--- src/rtl/pipe_stall_ctrl_if.sv ---
// Request/response bundle between the pipeline stages and the stall controller.
// The pipeline side is the master; the controller is the slave.
interface pipe_stall_ctrl_if #(
   parameter int CNT_W  = 6,
   parameter int PERF_W = 32
);
   logic              stallreq_id;
   logic              ex_mc_start;
   logic [CNT_W-1:0]  ex_mc_cycles;
   logic              flush_req;
   logic [5:0]        stall;
   logic              flush;
   logic              ex_mc_done;
   logic              busy;
   logic [PERF_W-1:0] stall_cycles;
   // Observation-only view of the controller FSM and its down-counter
   logic [1:0]        dbg_state;
   logic [CNT_W-1:0]  dbg_cnt;

   modport master (
      output stallreq_id, ex_mc_start, ex_mc_cycles, flush_req,
      input  stall, flush, ex_mc_done, busy, stall_cycles, dbg_state, dbg_cnt
   );

   modport slave (
      input  stallreq_id, ex_mc_start, ex_mc_cycles, flush_req,
      output stall, flush, ex_mc_done, busy, stall_cycles, dbg_state, dbg_cnt
   );
endinterface

--- src/rtl/pipe_stall_ctrl.sv ---
// Central stall/flush controller for the 5-stage pipeline: merges load-use and
// multi-cycle EX stalls, sequences multi-cycle ops and counts stalled cycles.
module pipe_stall_ctrl #(
   parameter int CNT_W  = 6,
   parameter int PERF_W = 32
) (
   input  logic               clk,
   input  logic               rst,
   pipe_stall_ctrl_if.slave   bus
);

   typedef enum logic [1:0] {
      ST_IDLE    = 2'd0,
      ST_MC_BUSY = 2'd1,
      ST_MC_DONE = 2'd2,
      ST_FLUSH   = 2'd3
   } state_t;

   localparam logic [PERF_W-1:0] PERF_MAX = '1;

   state_t              r_state;
   state_t              w_state_nxt;
   logic [CNT_W-1:0]    r_cnt;
   logic [CNT_W-1:0]    w_cnt_nxt;
   logic [PERF_W-1:0]   r_perf;
   logic [5:0]          w_stall;
   logic                w_start_ok;

   // A new op is only accepted when no other op owns EX
   assign w_start_ok = ((r_state == ST_IDLE) || (r_state == ST_MC_DONE)) && bus.ex_mc_start;

   always_comb begin
      w_stall = 6'b000000;
      if (bus.flush_req || (r_state == ST_FLUSH)) begin
         w_stall = 6'b000000;
      end else if ((r_state == ST_MC_BUSY) || w_start_ok) begin
         w_stall = 6'b001111;
      end else if (bus.stallreq_id) begin
         w_stall = 6'b000111;
      end
   end

   always_comb begin
      w_state_nxt = r_state;
      w_cnt_nxt   = r_cnt;
      case (r_state)
         ST_IDLE, ST_MC_DONE: begin
            if (bus.flush_req) begin
               w_state_nxt = ST_FLUSH;
            end else if (bus.ex_mc_start) begin
               if (bus.ex_mc_cycles >= CNT_W'(2)) begin
                  w_state_nxt = ST_MC_BUSY;
                  w_cnt_nxt   = bus.ex_mc_cycles - CNT_W'(1);
               end else begin
                  w_state_nxt = ST_MC_DONE;
               end
            end else begin
               w_state_nxt = ST_IDLE;
            end
         end
         ST_MC_BUSY: begin
            // Flush aborts the op outright; no done pulse follows
            if (bus.flush_req) begin
               w_state_nxt = ST_FLUSH;
               w_cnt_nxt   = '0;
            end else begin
               if (r_cnt == CNT_W'(1)) begin
                  w_state_nxt = ST_MC_DONE;
               end
               w_cnt_nxt = r_cnt - CNT_W'(1);
            end
         end
         ST_FLUSH: begin
            w_state_nxt = bus.flush_req ? ST_FLUSH : ST_IDLE;
         end
         default: begin
            w_state_nxt = ST_IDLE;
         end
      endcase
   end

   always_ff @(posedge clk or negedge rst) begin
      if (!rst) begin
         r_state <= ST_IDLE;
         r_cnt   <= '0;
      end else begin
         r_state <= w_state_nxt;
         r_cnt   <= w_cnt_nxt;
      end
   end

   always_ff @(posedge clk or negedge rst) begin
      if (!rst) begin
         r_perf <= '0;
      end else if ((w_stall != 6'b000000) && (r_perf != PERF_MAX)) begin
         r_perf <= r_perf + PERF_W'(1);
      end
   end

   assign bus.stall        = w_stall;
   assign bus.flush        = (r_state == ST_FLUSH);
   assign bus.ex_mc_done   = (r_state == ST_MC_DONE);
   assign bus.busy         = (r_state == ST_MC_BUSY);
   assign bus.stall_cycles = r_perf;
   assign bus.dbg_state    = r_state;
   assign bus.dbg_cnt      = r_cnt;

endmodule

--- src/flat_wrapper.sv ---
// flat-port wrapper written by rule: the top's interface ports become plain ports
module pipe_stall_ctrl_flat 
#(
   parameter int CNT_W  = 6,
   parameter int PERF_W = 32
)
  (clk, rst, bus_stallreq_id, bus_ex_mc_start, bus_ex_mc_cycles, bus_flush_req, bus_stall, bus_flush, bus_ex_mc_done, bus_busy, bus_stall_cycles, bus_dbg_state, bus_dbg_cnt);
  pipe_stall_ctrl_if #(.CNT_W(CNT_W), .PERF_W(PERF_W)) bus_i ();
  input  logic clk;
  input  logic rst;
  input wire logic [$bits(bus_i.stallreq_id)-1:0] bus_stallreq_id;
  input wire logic [$bits(bus_i.ex_mc_start)-1:0] bus_ex_mc_start;
  input wire logic [$bits(bus_i.ex_mc_cycles)-1:0] bus_ex_mc_cycles;
  input wire logic [$bits(bus_i.flush_req)-1:0] bus_flush_req;
  output wire logic [$bits(bus_i.stall)-1:0] bus_stall;
  output wire logic [$bits(bus_i.flush)-1:0] bus_flush;
  output wire logic [$bits(bus_i.ex_mc_done)-1:0] bus_ex_mc_done;
  output wire logic [$bits(bus_i.busy)-1:0] bus_busy;
  output wire logic [$bits(bus_i.stall_cycles)-1:0] bus_stall_cycles;
  output wire logic [$bits(bus_i.dbg_state)-1:0] bus_dbg_state;
  output wire logic [$bits(bus_i.dbg_cnt)-1:0] bus_dbg_cnt;
  assign bus_i.stallreq_id = bus_stallreq_id;
  assign bus_i.ex_mc_start = bus_ex_mc_start;
  assign bus_i.ex_mc_cycles = bus_ex_mc_cycles;
  assign bus_i.flush_req = bus_flush_req;
  assign bus_stall = bus_i.stall;
  assign bus_flush = bus_i.flush;
  assign bus_ex_mc_done = bus_i.ex_mc_done;
  assign bus_busy = bus_i.busy;
  assign bus_stall_cycles = bus_i.stall_cycles;
  assign bus_dbg_state = bus_i.dbg_state;
  assign bus_dbg_cnt = bus_i.dbg_cnt;
  pipe_stall_ctrl #(.CNT_W(CNT_W), .PERF_W(PERF_W)) u_core (.clk(clk), .rst(rst), .bus(bus_i));
endmodule
--- config.mk ---
export PLATFORM = sky130hd
export DESIGN_NAME = pipe_stall_ctrl_flat
export DESIGN_NICKNAME = d
export VERILOG_FILES = /design/src/rtl/pipe_stall_ctrl_if.sv /design/src/rtl/pipe_stall_ctrl.sv /design/src/flat_wrapper.sv
export SDC_FILE = /design/constraint.sdc
export NUM_CORES = 1
export LEC_CHECK = 0
export BUFFER_PORTS_ARGS = -buffer_cell sky130_fd_sc_hd__buf_2
export CAP_MARGIN = 20
export CELL_PAD_IN_SITES_DETAIL_PLACEMENT = 1
export CELL_PAD_IN_SITES_GLOBAL_PLACEMENT = 1
export CORE_MARGIN = 4
export CORE_UTILIZATION = 25
export DETAILED_ROUTE_END_ITERATION = 12
export PLACE_DENSITY = 0.57
export RECOVER_POWER = 25
export SLEW_MARGIN = 30
export SYNTH_ARGS = -nofsm -noshare
export SYNTH_HDL_FRONTEND = slang
export SYNTH_SLANG_ARGS = --single-unit
export TNS_END_PERCENT = 100
--- constraint.sdc ---
create_clock -name clk -period 2.1 [get_ports clk]
set_input_delay 0.21 -clock clk [delete_from_list [all_inputs] [get_ports clk]]
set_output_delay 0.21 -clock clk [all_outputs]
set_load 0.01 [all_outputs]
# == Word-level counts from Yosys, hierarchy flattened ==
# Index checks and enable logic that the tools add are counted.
# totals
ff_bits,40
latch_bits,0
mem_bits_rw,0
rom_bits,0
input_bits,11
out_inout_bits,49
word_cells,41
n_memories,0
# op_classes
addsub,3
multipliers,0
div_mod_pow,0
n_lt_le_gt_ge,1
eq_ne,9
shift,0
mux,15
n_bitwise,0
reduce_logical,10
# ops
op,count
two-way mux 6 bit,6
"adder 32 x 1 -> 32 bit, second input constant",1
"inequality test 32 bit, second input constant",1
two-way mux 2 bit,6
case mux 6 bit (2 select lines),1
"subtractor 6 x 1 -> 6 bit, second input constant",2
"== test 6 x 1 -> 1 bit, second input constant",1
"greater-or-equal comparator 6 x 2 -> 1 bit, second input constant",1
case mux 2 bit (3 select lines),1
nonzero test 6 bit,1
"== test 2 bit, second input constant",2
"inequality test 2 bit, second input constant",2
AND reduction 4 bit,1
logical OR 1 bit,3
two-way mux 3 bit,1
"inequality test 3 x 2 -> 1 bit, second input constant",1
"== test 2 x 1 -> 1 bit, second input constant",1
logical AND 1 bit,2
zero test 2 bit,1
"inequality test 2 x 1 -> 1 bit, second input constant",1
nonzero test 2 bit,1
OR reduction 2 bit,1

# == Logic depth before layout (Yosys ltp) ==
# Gate-level depths: netlist of run 1.
# logic_depth
depth_word,8
mapped_depth,7
ltp_nobuf,7

# == Worst setup path before layout of run 1 ==
# No wires, ideal clock.
# synth_path
path_type,register to register
startpoint,"register u_core.r_perf[0], in the netlist u_core.bus.stall_cycles[0]"
endpoint,"register u_core.r_perf[31], in the netlist u_core.bus.stall_cycles[31]"
setup_time_ns,0.138
t_arrival_ns,1.823
required_ns,1.962
slack_ns,0.139
path_stages_with_launch,7
n_path_buf,0
synth_period_minus_slack_ns,1.961
path_cell_list,dfrtp_1 ha_1 nand3_1 or4_1 o21ai_4 nor4_1 xor2_1
# synth_via
elab_chain_len,2
word_cells_on_any_way,3
cone_classes,add/sub (1); eq/ne (1); reduce/logical (1)
# synth_lines
element,line_no,text
"start, declared",pipe_stall_ctrl.sv:25,logic [PERF_W-1:0] r_perf;
"start signal, assigned",pipe_stall_ctrl.sv:96,r_perf <= r_perf + PERF_W'(1);
branches (longest 2 deep; another with adder 32 x 1 -> 32 bit),--,
# Several ways; the timed one is not identified.
# A chain may end at the register's enable or synchronous reset.

# == Final worst setup path of run 1 ==
# layout_path
startpoint,"register u_core.r_perf[10], in the netlist u_core.bus.stall_cycles[10]"
endpoint,"register u_core.r_perf[6], in the netlist u_core.bus.stall_cycles[6]"
# layout_via
elab_chain_len,2
# layout_lines
element,line_no,text
inequality test 32 bit,pipe_stall_ctrl.sv:95,end else if ((w_stall != 6'b000000) && (r_perf != PERF_MAX)) begin
logical AND 1 bit,pipe_stall_ctrl.sv:95,
# Every way passes these cells.

==> results of run 1 <==
==> worst reg2reg max path: stages, from the launching register on <==
cell and delay, ns:
dfrtp_1 0.42, nand4_1 0.23, or4_4 0.53, o31ai_4 0.25
buf_4 0.19, nor3_1 0.06, xor2_1 0.14
==> sequential cells by signal, indices dropped and copies added, names as in the netlist <==
register	count
u_core.bus.stall_cycles	32
u_core.bus.dbg_cnt	6
u_core.bus.dbg_state	2
==> layout by cell type (no fill, tap or decap), types with 2 or more instances in the layout <==
cell and count:
nor2_1 16, or3_1 2, dfrtp_1 40, o21ai_4 2
nor3b_1 3, a21oi_1 6, and2_1 2, ha_1 5
clkbuf_8 7, xor2_1 25, nand2b_1 2, o211ai_1 2
buf_4 21, nand2_1 23, nand3_1 13, buf_2 57
conb_1 2, nor3_1 14, nor4_1 3, nand4_1 12
a22oi_1 5, o21ai_0 6, xnor2_1 13, or4_4 2
and3_1 3, inv_1 9
==> metrics by stage <==
stage / area, sq um / power (mW) / hold WS [ns] / utilization [%] / instances
floorplan: 2230 / 1.38 / -0.0856 / - / 229
global placement: 2770 / 1.66 / 0.317 / 31.9 / 410
detailed placement: 2770 / 1.67 / 0.319 / 31.9 / 410
CTS: 2910 / 2.38 / 0.141 / 33.5 / 419
global route: 2940 / 2.52 / 0.141 / 33.9 / 421
finish: 2940 / 2.34 / 0.147 / 33.9 / 421
==> cell families after synthesis <==
family / share of synthesized area, %
compound gates: 8.27
simple gates: 25.0
buf+inv: 3.26
mux: 0.506
xor+xnor: 15.0
fa+ha+maj: 2.81
flops: 45.0
other cells: 0.169
==> layout make-up <==
cell class / count / share of cell area, %
clock buffer: 7 / 3.27
inverter: 10 / 1.28
timing repair buffer: 80 / 15.6
sequential: 40 / 34.0
multi-input combinational: 175 / 40.3
tap: 108 / 4.59
clock inverter: 1 / 1.02
==> layer usage <==
metal	GRT usage, %	wire length, um	vias up
li1	-	-	957
met1	16.5	2810	920
met2	20.3	3070	56
met3	3.55	376	2
met4	3.63	54	0
met5	0	0	-
==> power breakdown <==
part	total, mW	switching, mW	internal, mW	leakage, nW
combinational	0.663	0.358	0.304	0.891
sequential	0.985	0.116	0.869	0.533
clock	0.696	0.277	0.420	0.0645
==> what timing repair did <==
action	in CTS	in global routing
hold buffers	1	0
hold endpoints to repair	8	0
gates resized for setup	0	4
setup endpoints to repair	0	20
buffers inserted	0	1
==> worst max path at each step <==
stage | end | slack (ns) | startpoint | cells after the start
floorplan | u_core.bus.stall_cycles[31]$_DFFE_PN0P_ | 0.14 | u_core.bus.stall_cycles[0]$_DFFE_PN0P_ | 6
global placement | u_core.bus.stall_cycles[6]$_DFFE_PN0P_ | 0.05 | u_core.bus.stall_cycles[29]$_DFFE_PN0P_ | 5
detailed placement | u_core.bus.stall_cycles[7]$_DFFE_PN0P_ | 0.06 | u_core.bus.stall_cycles[29]$_DFFE_PN0P_ | 5
CTS | u_core.bus.stall_cycles[11]$_DFFE_PN0P_ | 0.04 | u_core.bus.stall_cycles[29]$_DFFE_PN0P_ | 5
global route | u_core.bus.stall_cycles[6]$_DFFE_PN0P_ | 0.03 | u_core.bus.stall_cycles[12]$_DFFE_PN0P_ | 6
finish | u_core.bus.stall_cycles[6]$_DFFE_PN0P_ | 0.16 | u_core.bus.stall_cycles[10]$_DFFE_PN0P_ | 6
==> flow_metrics.env, run 1 <==
export IMPL_antenna_found_initial=0
export IMPL_cts_buffers=5
export IMPL_worstSetupStartpointType="flip-flop"
export IMPL_path_cells="nand4_1, or4_4, o31ai_4, buf_4, nor3_1, xor2_1"
export IMPL_drt_iter0_drc=74
export IMPL_layout_drive_gt1_share_pct=32.3
export IMPL_finalHoldViolCount=0
export IMPL_ir_drop_mv=0.253
export IMPL_synth_seq_cells=40
export IMPL_critPathArrivalTime_ns=2.12
export IMPL_die_area_sq_um=10500
export IMPL_clock_fmax_ghz=0.514
export IMPL_yosysWarnings=0
export IMPL_ant_nets=0
export IMPL_crit_fanout=7
export IMPL_clock_sinks=40
export IMPL_syn_area_sq_um=2220
export IMPL_dp_slack_ns=0.0581
export IMPL_fp_dieW_um=102
export IMPL_drv_cap=0
export IMPL_synth_edf_count=0
export IMPL_multi_input_area_sq_um=1180
export IMPL_relSlewSlack_pct=31.9
export IMPL_dr_pass1_iters=4
export IMPL_ys_flop_type="dfrtp_1"
export IMPL_min_path_type="in2reg"
export IMPL_viasPerCell=4.60
export IMPL_cts_tree="built"
export IMPL_regArea_sq_um=1000
export IMPL_syn_to_final_growth_pct=32.3
export IMPL_synth_cell_types=39
export IMPL_place_congestion=0.749
export IMPL_remaining_drc_errors=0
export IMPL_reg2reg_from="u_core.bus.stall_cycles[10]$_DFFE_PN0P_"
export IMPL_port_buffers=57
export IMPL_tightest_slew_ns=1.02
export IMPL_setup_viol=0
export IMPL_yosysSeqAreaShare_pct=45.0
export IMPL_synthMostInstantiatedCell="dfrtp_1"
export IMPL_synthTopCellsByArea="dfrtp_1 45%, xor2_1 9.8%, xnor2_1 5.1%"
export IMPL_root_buffer="clkbuf_8"
export IMPL_criticalPathCategory="reg2reg"
export IMPL_fillers=1055
export IMPL_vias=1935
export IMPL_rsz0062_at_grt="false"
export IMPL_grt_max_degree=41
export IMPL_slew_violations=0
export IMPL_path_delay_family="simple AND/OR/NAND/NOR gates"
export IMPL_hold_path_startpoint="bus_ex_mc_cycles[0]"
export IMPL_power_density_nw_per_um2=796
export IMPL_cts_path_max_buffers=2
export IMPL_clk_pin_slew_worst_paths_ns=0.08
export IMPL_grt_pass1_vias=2042
export IMPL_status="complete, no violations"
export IMPL_async_flop_share_pct=100
export IMPL_critPathCaptureType="flip-flop"
export IMPL_num_io_pins=60
export IMPL_tns_ns=0
export IMPL_start_util_pct=25.6
export IMPL_fin_crit_ns=1.94
export IMPL_wl_per_cell_um=15.0
export IMPL_critPathBufInv=1
export IMPL_antenna_cells=0
export IMPL_fin_crit_sh_pct=92.6
export IMPL_r2r_cells=6
export IMPL_overflow=0
export IMPL_synthTopCellsByCount="40 x dfrtp_1, 25 x xor2_1, 23 x nand2_1, 16 x nor2_1, 15 x nor3_1"
export IMPL_grt_use_total_pct=12.6
export IMPL_place_hpwl_um=4830
export IMPL_insertion_delay_ns=0.29
export IMPL_synth_top_area_cell="dfrtp_1"
export IMPL_drt_wl_total_um=6310
export IMPL_min_path_cells=2
export IMPL_htreeDepth=2
export IMPL_worst_path_largest_cell_delay_ns=0.53
export IMPL_synth_avg_cell_area_sq_um=9.76
export IMPL_reg2reg_to="u_core.bus.stall_cycles[6]$_DFFE_PN0P_"
export IMPL_die_h_um=102
export IMPL_synthesis_instances=228
export IMPL_hold_path_end="u_core.bus.dbg_cnt[0]$_DFFE_PN0P_"
export IMPL_p_leak_nw=1.49
export IMPL_rrSetupSlack_ns=0.16
export IMPL_setup_ws_ns=0.156
export IMPL_nets=328
export IMPL_grt_pass1_wl_um=10300
export IMPL_critPathSlowestCell="or4_4"
export IMPL_num_rows=34
export IMPL_yosys_area_top_type_share_pct=45.0
export IMPL_fin_skew_ns=0.00669
export IMPL_core_sq_um=8680
export IMPL_cp_required_ns=2.28
Power figures use the tool's default switching activity.
==> run 2, diff against run 1 <==
- PLACE_DENSITY: 0.57 -> 0.59
- clock period: 2.1 -> 1.6 ns (I/O delays scaled with it)
==> run 2 against run 1 <==
  * Final cell count rose by 14%
  * Clock skew rose by 0.0038 ns
  * Setup slack got worse by 0.38 ns
  * Critical path depth rose by 1
  * Critical endpoint is now u_core.bus.stall_cycles[19]$_DFFE_PN0P_
  * The run now ends with negative setup slack left
  * Utilization rose by 7.8 points
  * Routed wire length rose by 14%
==> flow_metrics.env, run 2 (synthesized netlist as in run 1, its figures left out) <==
export IMPL_relSlewSlack_pct=45.4
export IMPL_grt_use_total_pct=14.4
export IMPL_die_area_sq_um=10500
export IMPL_r2r_cells=7
export IMPL_tightest_slew_ns=0.819
export IMPL_p_int_mw=2.02
export IMPL_min_path_cells=2
export IMPL_drt_iter0_drc=50
export IMPL_syn_to_final_growth_pct=62.6
export IMPL_final_cell_mix="71 x buf_4, 56 x buf_2, 36 x dfrtp_1, 25 x xor2_1, 21 x nand2_1"
export IMPL_layout_drive_gt1_share_pct=53.6
export IMPL_die_h_um=102
export IMPL_wl_per_cell_um=15.0
export IMPL_cts_buffers=5
export IMPL_fin_total_pwr_mw=3.11
export IMPL_crit_fanout=10
export IMPL_dr_pass1_iters=4
export IMPL_cp_required_ns=1.77
export IMPL_fin_util_pct=41.7
export IMPL_min_path_type="in2reg"
export IMPL_cts_path_max_buffers=2
export IMPL_finalHoldViolCount=0
export IMPL_grt_pass1_wl_um=11900
export IMPL_htreeDepth=2
export IMPL_switching_share_pct=35.2
export IMPL_port_buffers=57
export IMPL_vias=2239
export IMPL_critPathBufInv=2
export IMPL_path_cells="nand3_2, buf_4, or4_4, o21ai_4, buf_12, nor2_1, xor2_1"
export IMPL_drt_wl_total_um=7210
export IMPL_antenna_found_initial=0
export IMPL_viasPerCell=4.67
export IMPL_p_leak_nw=1.83
export IMPL_violations="negative setup slack"
export IMPL_clock_fmax_ghz=0.548
export IMPL_seq_power_share_pct=40.6
export IMPL_fillers=1044
export IMPL_worst_path_largest_cell_delay_ns=0.52
export IMPL_setup_ws_ns=-0.226
export IMPL_ant_nets=0
export IMPL_fin_crit_sh_pct=114
export IMPL_place_hpwl_um=5490
export IMPL_route_met3_wl_um=242
export IMPL_ir_drop_mv=0.292
export IMPL_status="finished, violations left"
export IMPL_worstSetupStartpointType="flip-flop"
export IMPL_dpl_cell_count=460
export IMPL_root_buffer="clkbuf_8"
export IMPL_rsz0062_at_grt="true"
export IMPL_critPathSlowestCell="or4_4"
export IMPL_remaining_drc_errors=0
export IMPL_fin_skew_ns=0.0105
export IMPL_antenna_cells=0
export IMPL_grt_max_degree=27
export IMPL_num_io_pins=60
export IMPL_core_sq_um=8680
export IMPL_routed_top_layer="met4"
export IMPL_setup_viol=31
export IMPL_overflow=0
export IMPL_clock_sinks=40
export IMPL_share_comb_of_total_power_pct=37.9
export IMPL_layout_commonest_cell="buf_4"
export IMPL_instances_no_fill=479
export IMPL_pwr_share_clk_pct=21.5
export IMPL_crit_cells=7
export IMPL_criticalPathCategory="reg2reg"
export IMPL_start_util_pct=25.6
export IMPL_place_congestion=0.793
export IMPL_slew_violations=0
export IMPL_wl_met2_um=3850
export IMPL_path_delay_family="simple AND/OR/NAND/NOR gates"
export IMPL_grt_pass1_vias=2451
export IMPL_fin_crit_ns=1.83
export IMPL_dpl_cell_area_sq_um=3220
export IMPL_fp_dieW_um=102
export IMPL_wl_met1_um=3060
export IMPL_num_rows=34
export IMPL_cts_tree="built"
export IMPL_design_area_sq_um=3620
export IMPL_power_density_nw_per_um2=859
export IMPL_critPathCaptureType="flip-flop"
export IMPL_drv_cap=0
export IMPL_largest_reg_flops=32
export IMPL_power_switching_mw=1.09
export IMPL_insertion_delay_ns=0.29
export IMPL_critPathArrivalTime_ns=2.00
export IMPL_nets=386
export IMPL_clk_pin_slew_worst_paths_ns=0.09
[run 2: layout make-up]
type / instances / area, sq um / area share (%)
repair buffers: 139 / 953 / 26.4
clock buffers: 7 / 76.3 / 2.11
well taps: 108 / 135 / 3.74
flip-flops and latches: 40 / 1010 / 27.8
inverters: 10 / 37.5 / 1.04
clock inverters: 1 / 5.00 / 0.138
multi-input cells: 174 / 1400 / 38.8
[run 2: worst reg2reg max path, cell delays in order (launching register included)]
cell     delay [ns]
dfrtp_1        0.38
nand3_2        0.12
buf_4          0.15
or4_4          0.52
o21ai_4        0.16
buf_12         0.15
nor2_1         0.06
xor2_1         0.15
[run 2: metal layers]
| metal | vias to the layer above | track usage [%] |
|---|---|---|
| met4 | 0 | 3.33 |
| met3 | 4 | 2.53 |
| met2 | 39 | 25.9 |
| li1 | 1074 | - |
| met1 | 1122 | 17.9 |
| met5 | - | 0 |
[run 2: final timing paths]
path / from / to / slack [ns]
setup / recovery: u_core.bus.stall_cycles[13]$_DFFE_PN0P_ / u_core.bus.stall_cycles[19]$_DFFE_PN0P_ / -0.23
hold / removal: bus_ex_mc_cycles[0] / u_core.bus.dbg_cnt[0]$_DFFE_PN0P_ / 0.10
setup reg to reg: u_core.bus.stall_cycles[13]$_DFFE_PN0P_ / u_core.bus.stall_cycles[19]$_DFFE_PN0P_ / -0.23
hold reg to reg: u_core.bus.stall_cycles[27]$_DFFE_PN0P_ / u_core.bus.stall_cycles[27]$_DFFE_PN0P_ / 0.56
max in group asynchronous: rst / u_core.bus.stall_cycles[20]$_DFFE_PN0P_ / 0.16
min in group asynchronous: rst / u_core.bus.stall_cycles[10]$_DFFE_PN0P_ / 0.47
[run 2: power by group through the flow]
| stage | clock network [mW] | registers [mW] | logic (mW) |
|---|---|---|---|
| CTS | 0.699 | 1.26 | 1.14 |
| global placement | 0 | 1.27 | 1.07 |
| finish | 0.669 | 1.26 | 1.18 |
| detailed placement | 0 | 1.28 | 1.10 |
| global route | 0.744 | 1.29 | 1.31 |
| floorplan | 0 | 1.39 | 0.453 |
[run 2: repair_timing]
action	4_1_cts	5_1_grt
hold buffers	1	0
gates resized for setup	21	31
hold endpoints to repair	14	0
setup endpoints to repair	34	43
setup buffers	3	8
pin swaps	13	12
[run 2: stage by stage]
stage,hold slack (ns),setup WS (ns),TNS [ns]
2_1_floorplan,-0.136,-0.301,-5.95
3_3_place_gp,0.0995,-0.245,-6.00
3_5_place_dp,0.103,-0.276,-6.54
4_1_cts,0.0987,-0.240,-5.78
5_1_grt,0.119,-0.320,-10.02
6_report,0.104,-0.226,-5.52
